--- src/rtl/rs_issue_select_if.sv ---
// Dispatch / wakeup / issue / slot-return bundle for one reservation station.
// The station takes the slave modport; the dispatch and execute side takes the master modport.
interface rs_issue_select_if #(
  parameter int unsigned NUM_RS_ENTRIES = 8,
  parameter int unsigned PHYS_TAG_W     = 6,
  parameter int unsigned PAYLOAD_W      = 64
);
  localparam int unsigned SLOT_W = $clog2(NUM_RS_ENTRIES);

  logic                  disp_valid_0;
  logic [SLOT_W-1:0]     disp_slot_0;
  logic [PHYS_TAG_W-1:0] disp_src1_tag_0;
  logic                  disp_src1_rdy_0;
  logic [PHYS_TAG_W-1:0] disp_src2_tag_0;
  logic                  disp_src2_rdy_0;
  logic [PAYLOAD_W-1:0]  disp_payload_0;

  logic                  disp_valid_1;
  logic [SLOT_W-1:0]     disp_slot_1;
  logic [PHYS_TAG_W-1:0] disp_src1_tag_1;
  logic                  disp_src1_rdy_1;
  logic [PHYS_TAG_W-1:0] disp_src2_tag_1;
  logic                  disp_src2_rdy_1;
  logic [PAYLOAD_W-1:0]  disp_payload_1;

  logic                  wake_valid_0;
  logic [PHYS_TAG_W-1:0] wake_tag_0;
  logic                  wake_valid_1;
  logic [PHYS_TAG_W-1:0] wake_tag_1;

  logic                  issue_valid;
  logic                  issue_ready;
  logic [SLOT_W-1:0]     issue_slot;
  logic [PHYS_TAG_W-1:0] issue_src1_tag;
  logic [PHYS_TAG_W-1:0] issue_src2_tag;
  logic [PAYLOAD_W-1:0]  issue_payload;

  logic                  return_slot_valid;
  logic [SLOT_W-1:0]     return_slot;
  logic [SLOT_W:0]       occupancy;
  logic                  disp_err;

  modport master (
    output disp_valid_0, disp_slot_0, disp_src1_tag_0, disp_src1_rdy_0,
           disp_src2_tag_0, disp_src2_rdy_0, disp_payload_0,
    output disp_valid_1, disp_slot_1, disp_src1_tag_1, disp_src1_rdy_1,
           disp_src2_tag_1, disp_src2_rdy_1, disp_payload_1,
    output wake_valid_0, wake_tag_0, wake_valid_1, wake_tag_1,
    output issue_ready,
    input  issue_valid, issue_slot, issue_src1_tag, issue_src2_tag, issue_payload,
    input  return_slot_valid, return_slot, occupancy, disp_err
  );

  modport slave (
    input  disp_valid_0, disp_slot_0, disp_src1_tag_0, disp_src1_rdy_0,
           disp_src2_tag_0, disp_src2_rdy_0, disp_payload_0,
    input  disp_valid_1, disp_slot_1, disp_src1_tag_1, disp_src1_rdy_1,
           disp_src2_tag_1, disp_src2_rdy_1, disp_payload_1,
    input  wake_valid_0, wake_tag_0, wake_valid_1, wake_tag_1,
    input  issue_ready,
    output issue_valid, issue_slot, issue_src1_tag, issue_src2_tag, issue_payload,
    output return_slot_valid, return_slot, occupancy, disp_err
  );
endinterface

--- src/rtl/rs_issue_select.sv ---
// Reservation station: holds dispatched uops, wakes sources on CDB tags, issues one ready entry per cycle.
// Define RS_AGE_SELECT_EN for oldest-ready-first select (age matrix); otherwise lowest index wins.
module rs_issue_select #(
  parameter int unsigned NUM_RS_ENTRIES = 8,
  parameter int unsigned PHYS_TAG_W     = 6,
  parameter int unsigned PAYLOAD_W      = 64
) (
  input  logic                clk,
  input  logic                rst_n,
  input  logic                flush,
  rs_issue_select_if.slave    bus
);
  localparam int unsigned SLOT_W = $clog2(NUM_RS_ENTRIES);
  localparam int unsigned N      = NUM_RS_ENTRIES;

  typedef logic [PHYS_TAG_W-1:0] tag_t;
  typedef logic [PAYLOAD_W-1:0]  pay_t;

  logic [N-1:0] r_valid, r_s1_rdy, r_s2_rdy;
  tag_t         r_s1_tag  [N];
  tag_t         r_s2_tag  [N];
  pay_t         r_payload [N];
  logic         r_ret_valid;
  logic [SLOT_W-1:0] r_ret_slot;
  logic         r_disp_err;

  logic [N-1:0] w_valid_nxt, w_s1_rdy_nxt, w_s2_rdy_nxt;
  tag_t         w_s1_tag_nxt  [N];
  tag_t         w_s2_tag_nxt  [N];
  pay_t         w_payload_nxt [N];
  logic         w_disp_err_nxt;

  logic [N-1:0] w_ready;
  logic [N-1:0] w_cand;
  logic         w_sel_valid;
  logic [SLOT_W-1:0] w_sel_idx;
  logic         w_fire;
  logic [SLOT_W:0] w_occ;

  function automatic logic wake_hit(input tag_t t, input logic v0, input tag_t t0,
                                    input logic v1, input tag_t t1);
    return (v0 && (t0 == t)) || (v1 && (t1 == t));
  endfunction

  assign w_ready = r_valid & r_s1_rdy & r_s2_rdy;

`ifdef RS_AGE_SELECT_EN
  // r_age[i][j] = 1 means entry i is older than entry j.
  logic [N-1:0] r_age     [N];
  logic [N-1:0] w_age_nxt [N];

  always_comb begin
    w_cand = w_ready;
    for (int unsigned i = 0; i < N; i++) begin
      for (int unsigned j = 0; j < N; j++) begin
        if (w_ready[j] && r_age[j][i]) w_cand[i] = 1'b0;
      end
    end
  end

  // Fire clears the freed entry's relations; new entries are younger than every survivor
  // and lane 0 is older than lane 1.
  always_comb begin
    logic [N-1:0] v_live;
    w_age_nxt = r_age;
    v_live    = r_valid;
    if (w_fire) begin
      v_live[w_sel_idx]     = 1'b0;
      w_age_nxt[w_sel_idx]  = '0;
      for (int unsigned j = 0; j < N; j++) w_age_nxt[j][w_sel_idx] = 1'b0;
    end
    if (bus.disp_valid_0) begin
      w_age_nxt[bus.disp_slot_0] = '0;
      for (int unsigned j = 0; j < N; j++)
        if (SLOT_W'(j) != bus.disp_slot_0) w_age_nxt[j][bus.disp_slot_0] = v_live[j];
      v_live[bus.disp_slot_0] = 1'b1;
    end
    if (bus.disp_valid_1) begin
      w_age_nxt[bus.disp_slot_1] = '0;
      for (int unsigned j = 0; j < N; j++)
        if (SLOT_W'(j) != bus.disp_slot_1) w_age_nxt[j][bus.disp_slot_1] = v_live[j];
    end
    if (flush) begin
      for (int unsigned i = 0; i < N; i++) w_age_nxt[i] = '0;
    end
  end

  always_ff @(posedge clk or negedge rst_n) begin
    if (!rst_n) begin
      for (int unsigned i = 0; i < N; i++) r_age[i] <= '0;
    end else begin
      r_age <= w_age_nxt;
    end
  end
`else
  assign w_cand = w_ready;
`endif

  always_comb begin
    w_sel_valid = 1'b0;
    w_sel_idx   = '0;
    for (int unsigned i = 0; i < N; i++) begin
      if (w_cand[i] && !w_sel_valid) begin
        w_sel_valid = 1'b1;
        w_sel_idx   = SLOT_W'(i);
      end
    end
  end

  assign w_fire = w_sel_valid && bus.issue_ready && !flush;

  always_comb begin
    w_valid_nxt   = r_valid;
    w_s1_rdy_nxt  = r_s1_rdy;
    w_s2_rdy_nxt  = r_s2_rdy;
    w_s1_tag_nxt  = r_s1_tag;
    w_s2_tag_nxt  = r_s2_tag;
    w_payload_nxt = r_payload;
    w_disp_err_nxt = r_disp_err;
    for (int unsigned i = 0; i < N; i++) begin
      if (r_valid[i] && wake_hit(r_s1_tag[i], bus.wake_valid_0, bus.wake_tag_0,
                                 bus.wake_valid_1, bus.wake_tag_1))
        w_s1_rdy_nxt[i] = 1'b1;
      if (r_valid[i] && wake_hit(r_s2_tag[i], bus.wake_valid_0, bus.wake_tag_0,
                                 bus.wake_valid_1, bus.wake_tag_1))
        w_s2_rdy_nxt[i] = 1'b1;
    end
    if (w_fire) w_valid_nxt[w_sel_idx] = 1'b0;
    // Lane 1 is applied last so it overwrites lane 0 on a slot collision.
    if (bus.disp_valid_0) begin
      w_valid_nxt[bus.disp_slot_0]   = 1'b1;
      w_s1_tag_nxt[bus.disp_slot_0]  = bus.disp_src1_tag_0;
      w_s2_tag_nxt[bus.disp_slot_0]  = bus.disp_src2_tag_0;
      w_payload_nxt[bus.disp_slot_0] = bus.disp_payload_0;
      w_s1_rdy_nxt[bus.disp_slot_0]  = bus.disp_src1_rdy_0 ||
        wake_hit(bus.disp_src1_tag_0, bus.wake_valid_0, bus.wake_tag_0, bus.wake_valid_1, bus.wake_tag_1);
      w_s2_rdy_nxt[bus.disp_slot_0]  = bus.disp_src2_rdy_0 ||
        wake_hit(bus.disp_src2_tag_0, bus.wake_valid_0, bus.wake_tag_0, bus.wake_valid_1, bus.wake_tag_1);
      if (r_valid[bus.disp_slot_0] && !flush) w_disp_err_nxt = 1'b1;
    end
    if (bus.disp_valid_1) begin
      w_valid_nxt[bus.disp_slot_1]   = 1'b1;
      w_s1_tag_nxt[bus.disp_slot_1]  = bus.disp_src1_tag_1;
      w_s2_tag_nxt[bus.disp_slot_1]  = bus.disp_src2_tag_1;
      w_payload_nxt[bus.disp_slot_1] = bus.disp_payload_1;
      w_s1_rdy_nxt[bus.disp_slot_1]  = bus.disp_src1_rdy_1 ||
        wake_hit(bus.disp_src1_tag_1, bus.wake_valid_0, bus.wake_tag_0, bus.wake_valid_1, bus.wake_tag_1);
      w_s2_rdy_nxt[bus.disp_slot_1]  = bus.disp_src2_rdy_1 ||
        wake_hit(bus.disp_src2_tag_1, bus.wake_valid_0, bus.wake_tag_0, bus.wake_valid_1, bus.wake_tag_1);
      if (r_valid[bus.disp_slot_1] && !flush) w_disp_err_nxt = 1'b1;
    end
    if (bus.disp_valid_0 && bus.disp_valid_1 && (bus.disp_slot_0 == bus.disp_slot_1) && !flush)
      w_disp_err_nxt = 1'b1;
    if (flush) w_valid_nxt = '0;
  end

  always_ff @(posedge clk or negedge rst_n) begin
    if (!rst_n) begin
      r_valid     <= '0;
      r_s1_rdy    <= '0;
      r_s2_rdy    <= '0;
      for (int unsigned i = 0; i < N; i++) begin
        r_s1_tag[i]  <= '0;
        r_s2_tag[i]  <= '0;
        r_payload[i] <= '0;
      end
      r_ret_valid <= 1'b0;
      r_ret_slot  <= '0;
      r_disp_err  <= 1'b0;
    end else begin
      r_valid     <= w_valid_nxt;
      r_s1_rdy    <= w_s1_rdy_nxt;
      r_s2_rdy    <= w_s2_rdy_nxt;
      r_s1_tag    <= w_s1_tag_nxt;
      r_s2_tag    <= w_s2_tag_nxt;
      r_payload   <= w_payload_nxt;
      r_ret_valid <= w_fire;
      if (w_fire) r_ret_slot <= w_sel_idx;
      r_disp_err  <= w_disp_err_nxt;
    end
  end

  // Occupancy is the live-entry count, which equals the dispatch/fire running sum under legal use.
  always_comb begin
    w_occ = '0;
    for (int unsigned i = 0; i < N; i++) w_occ = w_occ + (SLOT_W+1)'(r_valid[i]);
  end

  assign bus.issue_valid       = w_sel_valid;
  assign bus.issue_slot        = w_sel_idx;
  assign bus.issue_src1_tag    = w_sel_valid ? r_s1_tag[w_sel_idx]  : '0;
  assign bus.issue_src2_tag    = w_sel_valid ? r_s2_tag[w_sel_idx]  : '0;
  assign bus.issue_payload     = w_sel_valid ? r_payload[w_sel_idx] : '0;
  assign bus.return_slot_valid = r_ret_valid;
  assign bus.return_slot       = r_ret_slot;
  assign bus.occupancy         = w_occ;
  assign bus.disp_err          = r_disp_err;
endmodule

--- src/flat_wrapper.sv ---
// flat-port wrapper written by rule: the top's interface ports become plain ports
module rs_issue_select_flat 
#(
  parameter int unsigned NUM_RS_ENTRIES = 8,
  parameter int unsigned PHYS_TAG_W     = 6,
  parameter int unsigned PAYLOAD_W      = 64
)
  (clk, rst_n, flush, bus_disp_valid_0, bus_disp_slot_0, bus_disp_src1_tag_0, bus_disp_src1_rdy_0, bus_disp_src2_tag_0, bus_disp_src2_rdy_0, bus_disp_payload_0, bus_disp_valid_1, bus_disp_slot_1, bus_disp_src1_tag_1, bus_disp_src1_rdy_1, bus_disp_src2_tag_1, bus_disp_src2_rdy_1, bus_disp_payload_1, bus_wake_valid_0, bus_wake_tag_0, bus_wake_valid_1, bus_wake_tag_1, bus_issue_ready, bus_issue_valid, bus_issue_slot, bus_issue_src1_tag, bus_issue_src2_tag, bus_issue_payload, bus_return_slot_valid, bus_return_slot, bus_occupancy, bus_disp_err);
  rs_issue_select_if #(.NUM_RS_ENTRIES(NUM_RS_ENTRIES), .PHYS_TAG_W(PHYS_TAG_W), .PAYLOAD_W(PAYLOAD_W)) bus_i ();
  input  logic clk;
  input  logic rst_n;
  input  logic flush;
  input wire logic [$bits(bus_i.disp_valid_0)-1:0] bus_disp_valid_0;
  input wire logic [$bits(bus_i.disp_slot_0)-1:0] bus_disp_slot_0;
  input wire logic [$bits(bus_i.disp_src1_tag_0)-1:0] bus_disp_src1_tag_0;
  input wire logic [$bits(bus_i.disp_src1_rdy_0)-1:0] bus_disp_src1_rdy_0;
  input wire logic [$bits(bus_i.disp_src2_tag_0)-1:0] bus_disp_src2_tag_0;
  input wire logic [$bits(bus_i.disp_src2_rdy_0)-1:0] bus_disp_src2_rdy_0;
  input wire logic [$bits(bus_i.disp_payload_0)-1:0] bus_disp_payload_0;
  input wire logic [$bits(bus_i.disp_valid_1)-1:0] bus_disp_valid_1;
  input wire logic [$bits(bus_i.disp_slot_1)-1:0] bus_disp_slot_1;
  input wire logic [$bits(bus_i.disp_src1_tag_1)-1:0] bus_disp_src1_tag_1;
  input wire logic [$bits(bus_i.disp_src1_rdy_1)-1:0] bus_disp_src1_rdy_1;
  input wire logic [$bits(bus_i.disp_src2_tag_1)-1:0] bus_disp_src2_tag_1;
  input wire logic [$bits(bus_i.disp_src2_rdy_1)-1:0] bus_disp_src2_rdy_1;
  input wire logic [$bits(bus_i.disp_payload_1)-1:0] bus_disp_payload_1;
  input wire logic [$bits(bus_i.wake_valid_0)-1:0] bus_wake_valid_0;
  input wire logic [$bits(bus_i.wake_tag_0)-1:0] bus_wake_tag_0;
  input wire logic [$bits(bus_i.wake_valid_1)-1:0] bus_wake_valid_1;
  input wire logic [$bits(bus_i.wake_tag_1)-1:0] bus_wake_tag_1;
  input wire logic [$bits(bus_i.issue_ready)-1:0] bus_issue_ready;
  output wire logic [$bits(bus_i.issue_valid)-1:0] bus_issue_valid;
  output wire logic [$bits(bus_i.issue_slot)-1:0] bus_issue_slot;
  output wire logic [$bits(bus_i.issue_src1_tag)-1:0] bus_issue_src1_tag;
  output wire logic [$bits(bus_i.issue_src2_tag)-1:0] bus_issue_src2_tag;
  output wire logic [$bits(bus_i.issue_payload)-1:0] bus_issue_payload;
  output wire logic [$bits(bus_i.return_slot_valid)-1:0] bus_return_slot_valid;
  output wire logic [$bits(bus_i.return_slot)-1:0] bus_return_slot;
  output wire logic [$bits(bus_i.occupancy)-1:0] bus_occupancy;
  output wire logic [$bits(bus_i.disp_err)-1:0] bus_disp_err;
  assign bus_i.disp_valid_0 = bus_disp_valid_0;
  assign bus_i.disp_slot_0 = bus_disp_slot_0;
  assign bus_i.disp_src1_tag_0 = bus_disp_src1_tag_0;
  assign bus_i.disp_src1_rdy_0 = bus_disp_src1_rdy_0;
  assign bus_i.disp_src2_tag_0 = bus_disp_src2_tag_0;
  assign bus_i.disp_src2_rdy_0 = bus_disp_src2_rdy_0;
  assign bus_i.disp_payload_0 = bus_disp_payload_0;
  assign bus_i.disp_valid_1 = bus_disp_valid_1;
  assign bus_i.disp_slot_1 = bus_disp_slot_1;
  assign bus_i.disp_src1_tag_1 = bus_disp_src1_tag_1;
  assign bus_i.disp_src1_rdy_1 = bus_disp_src1_rdy_1;
  assign bus_i.disp_src2_tag_1 = bus_disp_src2_tag_1;
  assign bus_i.disp_src2_rdy_1 = bus_disp_src2_rdy_1;
  assign bus_i.disp_payload_1 = bus_disp_payload_1;
  assign bus_i.wake_valid_0 = bus_wake_valid_0;
  assign bus_i.wake_tag_0 = bus_wake_tag_0;
  assign bus_i.wake_valid_1 = bus_wake_valid_1;
  assign bus_i.wake_tag_1 = bus_wake_tag_1;
  assign bus_i.issue_ready = bus_issue_ready;
  assign bus_issue_valid = bus_i.issue_valid;
  assign bus_issue_slot = bus_i.issue_slot;
  assign bus_issue_src1_tag = bus_i.issue_src1_tag;
  assign bus_issue_src2_tag = bus_i.issue_src2_tag;
  assign bus_issue_payload = bus_i.issue_payload;
  assign bus_return_slot_valid = bus_i.return_slot_valid;
  assign bus_return_slot = bus_i.return_slot;
  assign bus_occupancy = bus_i.occupancy;
  assign bus_disp_err = bus_i.disp_err;
  rs_issue_select #(.NUM_RS_ENTRIES(NUM_RS_ENTRIES), .PHYS_TAG_W(PHYS_TAG_W), .PAYLOAD_W(PAYLOAD_W)) u_core (.clk(clk), .rst_n(rst_n), .flush(flush), .bus(bus_i));
endmodule
--- config.mk ---
export PLATFORM = sky130hd
export DESIGN_NAME = rs_issue_select_flat
export DESIGN_NICKNAME = d
export VERILOG_FILES = /design/src/rtl/rs_issue_select_if.sv /design/src/rtl/rs_issue_select.sv /design/src/flat_wrapper.sv
export SDC_FILE = /design/constraint.sdc
export NUM_CORES = 2
export LEC_CHECK = 0
export ABC_AREA = 1
export BUFFER_PORTS_ARGS = -buffer_cell sky130_fd_sc_hd__buf_2
export CAP_MARGIN = 20
export CORE_ASPECT_RATIO = 0.5
export CORE_MARGIN = 2
export CORE_UTILIZATION = 65
export CTS_CLUSTER_SIZE = 8
export DETAILED_ROUTE_END_ITERATION = 16
export PLACE_DENSITY_LB_ADDON = 0.25
export SYNTH_ARGS = -nofsm -noshare
export SYNTH_HDL_FRONTEND = slang
export SYNTH_SLANG_ARGS = --single-unit
export TNS_END_PERCENT = 100
--- constraint.sdc ---
create_clock -name clk -period 5.35 [get_ports clk]
set_clock_uncertainty 0.05 [all_clocks]
set_input_delay 0.535 -clock clk [delete_from_list [all_inputs] [get_ports clk]]
set_output_delay 0.535 -clock clk [all_outputs]
set_load 0.005 [all_outputs]
Word level (Yosys, flattened, before mapping). Cells that the tools add are included.

Logic and storage cells: 295. Register bits after elaboration: 637. Output and inout port bits: 89. Input bits: 182.

Add/subtract/negate cells: 7. Multiplexer cells: 90. Magnitude comparators: 11. Bitwise logic cells: 9. Reductions and logical operators: 107. Equal/unequal tests: 41.

Operators by type and width (number): bitwise mux 512 bit (2); 2-to-1 mux 512 bit (2); demux 64 bit (select 3 bit) (2); 2-to-1 mux 64 bit (5); == test 6 bit (40); binary-select mux 64 bit (select 3 bit) (1); bitwise mux 48 bit (4); 2-to-1 mux 48 bit (4); logical AND 1 bit (75); 2-to-1 mux 8 bit (8); 2-to-1 mux 6 bit (8); binary-select mux 6 bit (select 3 bit) (2); demux 6 bit (select 3 bit) (2); 2-to-1 mux 1 bit (35); bitwise mux 8 bit (4); adder 4 x 1 -> 4 bit (6); bitwise AND 8 bit (3); logical OR 1 bit (24); 2-to-1 mux 3 bit (6); bitwise OR 8 bit (2); greater-or-equal comparator 4 bit (second input constant) (3); less-than comparator 3 x 4 -> 1 bit (second input constant) (3); inverter 3 -> 4 bit (3); demux 1 bit (select 3 bit) (3); 7 further kinds (18).

Longest topological paths before layout.
Word-level depth: 36. Depth in mapped cells: 14. Depth with buffers taken out: 12.

Worst setup path before layout. No wires, ideal clock.

Path kind: flip-flop to output port. Start point: register u_core.r_valid[0]. End point: output port bus_occupancy[1]. Arrival: 2601 ps. Data required time: 4765 ps. Slack: 2164 ps. Stages on the path, launching flop included: 10. Cell sequence: dfrtp_1 ha_1 inv_1 fa_1 fa_1 inv_1 fa_1 inv_1 fa_1 inv_1.

Longest elaborated chain between the ends: 7.

RTL lines: start: declaration (line rs_issue_select.sv:19) `logic [N-1:0] r_valid, r_s1_rdy, r_s2_rdy;`; start signal: assignment (line rs_issue_select.sv:171) `r_valid <= w_valid_nxt;`; adder 1 x 1 -> 2 bit (line rs_issue_select.sv:186) `for (int unsigned i = 0; i < N; i++) w_occ = w_occ + (SLOT_W+1)'(r_valid[i]);`; adder 4 x 1 -> 4 bit (6 in series) (line rs_issue_select.sv:186); end: declaration (line flat_wrapper.sv:39) `output wire logic [$bits(bus_i.occupancy)-1:0] bus_occupancy;`.

Every way passes these cells.

Final worst setup path.
Start point: register u_core.r_valid[3]. End point: output port bus_issue_src2_tag[0].

Longest elaborated chain between the ends: 21. Elaborated cells on any way between the ends: 26. Classes of those cells: 14 x mux; 3 x bitwise; 9 x reduce/logical.

RTL lines: bitwise AND 8 bit * (2 in series) (line rs_issue_select.sv:45) `assign w_ready = r_valid & r_s1_rdy & r_s2_rdy;`; logical AND 1 bit * (line rs_issue_select.sv:103) `if (w_cand[i] && !w_sel_valid) begin`; 2-to-1 mux 1 bit (line rs_issue_select.sv:103); zero test 1 bit (line rs_issue_select.sv:103); logical AND 1 bit (line rs_issue_select.sv:103); 2-to-1 mux 1 bit (line rs_issue_select.sv:103); zero test 1 bit (line rs_issue_select.sv:103); logical AND 1 bit (line rs_issue_select.sv:103); [3 not listed]; 2-to-1 mux 1 bit (line rs_issue_select.sv:103); zero test 1 bit (line rs_issue_select.sv:103); logical AND 1 bit (line rs_issue_select.sv:103); 2-to-1 mux 3 bit (line rs_issue_select.sv:103); inverter 3 -> 4 bit (implied by the code) (line rs_issue_select.sv:192) `assign bus.issue_src2_tag = w_sel_valid ? r_s2_tag[w_sel_idx] : '0;`; binary-select mux 6 bit (select 3 bit) (line rs_issue_select.sv:192); 2-to-1 mux 6 bit (implied by the code) (2 in series) (line rs_issue_select.sv:192); 2-to-1 mux 6 bit * (line rs_issue_select.sv:192); end: declaration (line flat_wrapper.sv:35) `output wire logic [$bits(bus_i.issue_src2_tag)-1:0] bus_issue_src2_tag;`.

Mark *: on every way between the ends. The rest lies on a longest branch, timed or not. The select of a mux whose other input is x is not followed.

==> flow_metrics.py <==
metrics = {
    "run_status": {
        "status": "completed",
    },
    "die": {
        "die_height_um": 174,
        "die_w_um": 345,
        "dieArea_sq_um": 60200,
        "core_sq_um": 57400,
        "io_pins": 271,
        "start_util_pct": 65.8,
        "rows": 62,
    },
    "hold_path": {
        "worstHoldPathType": "in -> reg",
        "whs_endpoint": "u_core.r_payload[356]",
        "worstHoldStart": "bus_disp_payload_0[36]",
        "whs_path_depth": 3,
    },
    "sta": {
        "setup_viol": 0,
        "fmax_mhz": 216,
        "maxSlewHeadroom_pct": 13.6,
        "drv_slew": 0,
        "worst_pin_slew_ns": 1.30,
        "period_share_pct": 86.6,
        "hold_viol": 0,
        "fin_ws_ns": 0.719,
        "min_period_ns": 4.63,
        "rsz0062_at_grt": "false",
        "setup_tns_ns": 0,
    },
    "global_routing": {
        "antenna_found_initial": 14,
        "gr-total-overflow": 0,
        "grt_use_total_pct": 48.9,
        "grt_pass1_wl_mm": 228,
        "busiest_layer": "met2",
        "met3_usage_pct": 16.0,
        "met1_usage_pct": 62.6,
        "grt_pass1_vias": 40400,
        "grt_max_degree": 145,
        "grtUsageMet2_pct": 71.1,
    },
    "clocking": {
        "clk_pin_slew_ns": 0.05,
        "cts_buffers": 89,
        "cts.path.max_buffers": 3,
        "cts_setup_buffers": 0,
        "clock-sinks": 637,
        "clockRootBuffer": "clkbuf_16",
        "postCtsHoldBufs": 1,
        "cts_tree": "built",
        "h-tree-depth": 3,
        "cts_resized": 0,
        "clock_latency_ns": 0.64,
    },
    "cells_and_area": {
        "nets": 5583,
        "fin_cells": 6181,
        "layout_common_cells": "nand2_1, o21ai_0, a21oi_1, dfrtp_1, inv_1",
        "final_common_cell": "nand2_1",
        "area_growth_pct": 10.2,
        "drive_above_1_share_pct": 8.72,
        "fin_util_pct": 72.5,
        "num-fill-cells": 4636,
    },
    "route": {
        "num_vias": 42500,
        "antenna_left": 0,
        "wl_mm": 149,
        "initialDrtViolationCount": 7432,
        "drtPass1Iterations": 11,
        "routedWlPerCell_um": 24.2,
        "post-route-drc-count": 0,
        "vias_per_cell": 6.88,
    },
    "synth": {
        "synth_area_sq_um": 37800,
        "synthesis.instances": 5386,
        "synth.distinct_cells": 39,
        "yosysSeqAreaShare_pct": 42.2,
        "synth_seq_cells": 637,
        "ys_warn_count": 0,
        "synth_area_per_cell_sq_um": 7.01,
        "synth_nets": 5575,
    },
    "worst_setup_path": {
        "r2r_start": "u_core.r_valid[3]",
        "cp_slowest_cell": "nor2_4",
        "critPathMaxFanout": 24,
        "r2r_setup_slack_ns": 2.01,
        "rr_endpoint": "u_core.r_valid[0]",
        "crit_type": "reg -> out",
        "slowest_delay_ns": 0.59,
        "critPathCaptureType": "output port",
        "setup.worst_path.start_class": "flip-flop",
        "path_cells": "nand3_1, nand2_1, nor2_4, o21ai_1, clkinv_2, nor2_1, nand2_2, nor2_4, buf_4, nand3_1, nand2_1, nor2_1, buf_2",
        "required_ns": 4.76,
        "reg2reg_depth": 11,
        "cp-startpoint": "u_core.r_valid[3]",
        "arrival_ns": 4.05,
    },
    "pwr": {
        "pwr_density_cell_nw_per_um2": 385,
        "p_leak_uw": 0.0197,
        "ir_drop_v": 0.000247,
        "finalPower_uw": 16000,
    },
    "placed_design": {
        "place_hpwl_mm": 80.9,
        "pre_cts_slack_ns": 1.61,
        "dp.cells": 6068,
        "place_congestion": 0.988,
        "portBuffers": 270,
    },
    "run": {
        "cap_violations": 0,
    },
}
==> worst max-delay path by stage <==
stage	end	cells after the start	slack, ns
after global routing	bus_issue_src2_tag[0]	13	0.64
final	bus_issue_src2_tag[0]	13	0.72
after CTS	bus_issue_src2_tag[0]	13	0.93
after global placement	bus_issue_payload[58]	13	1.72
after detailed placement	bus_issue_src2_tag[0]	13	1.61
after floorplan	bus_occupancy[1]	9	2.16
==> flip-flops by register name, summed over array words and instances (netlist names) <==
name and flops:
u_core.r_s2_tag 48, u_core.r_s2_rdy 8, u_core.r_valid 8, u_core.r_s1_rdy 8, u_core.bus.disp_err 1, u_core.r_payload 512, u_core.bus.return_slot 3, u_core.r_s1_tag 48
u_core.bus.return_slot_valid 1
==> worst max-delay path, delay by kind of cell (launching register included) <==
family,cells,cell delay (ns)
flip-flops,1,0.50
buffers and inverters,3,1.10
AO/OA/AOI/OAI,1,0.09
AND/OR/NAND/NOR,9,1.70
==> layout make-up <==
cell class              count  area, sq um  area share, %
inverters                 563         2140           5.14
clock inverters             5         80.1          0.192
repair buffers            333         2050           4.93
clock buffers              91         2280           5.47
flip-flops and latches    637        15900           38.3
diodes                     14         35.0         0.0842
well taps                 768          961           2.31
multi-input cells        3770        18100           43.6
==> routing by layer <==
layer  part of all wire [%]  up-vias
li1                       -    18100
met1                     34    19400
met2                     42     4042
met3                     16      990
met4                    7.5        2
met5                 0.0080        -
==> cell usage after synthesis (all sizes together) <==
| library cell | number | area [sq um] |
|---|---|---|
| nand2 | 1063 | 4000 |
| o21ai | 960 | 4820 |
| a21oi | 810 | 4050 |
| dfrtp | 637 | 15900 |
| inv | 547 | 2050 |
| clkbuf | 316 | 1190 |
| nand3 | 284 | 1430 |
| nor2 | 263 | 1010 |
| o22ai | 189 | 1180 |
| buf | 100 | 495 |
| xor2 | 35 | 307 |
| o211ai | 33 | 248 |
| nor3 | 30 | 150 |
| nand4 | 28 | 181 |
| a211oi | 17 | 128 |
| clkinv | 16 | 60.1 |
| a221oi | 13 | 114 |
| xnor2 | 13 | 114 |
| a31oi | 9 | 56.3 |
| nor4 | 5 | 31.3 |
| fa | 4 | 80.1 |
| ha | 3 | 37.5 |
| nand3b | 3 | 22.5 |
| o2111ai | 3 | 26.3 |
| o221ai | 2 | 17.5 |
| a21boi | 1 | 7.51 |
| o2111a | 1 | 11.3 |
| o21bai | 1 | 7.51 |
==> where the power goes <==
group          internal (uW)  switching [uW]
Combinational           1520            2840
Clock                   2980            2140
Sequential              5870             657
Total                  10400            5630
==> cell families (layout without fill, tap and decap cells) <==
logic type / count (synthesis) / count (layout) / synth area share (%)
AOI/OAI and AO/OA: 2039 / 2039 / 28.3
and+or+nand+nor: 1676 / 1676 / 18.1
DFF: 637 / 637 / 42.2
xor gates and xnor gates: 48 / 48 / 1.11
buffers and inverters: 979 / 992 / 10.1
adders and majority gates: 7 / 7 / 0.311
other: 0 / 14 / 0
==> metrics by stage <==
step                instance area (sq um)  hold slack [ns]
finish                              41600            0.135
global route                        41600            0.149
global placement                    39100            0.421
CTS                                 41500            0.128
detailed placement                  39200            0.447
floorplan                           37800            0.189
No activity file was read; power rests on OpenSTA's default activity.
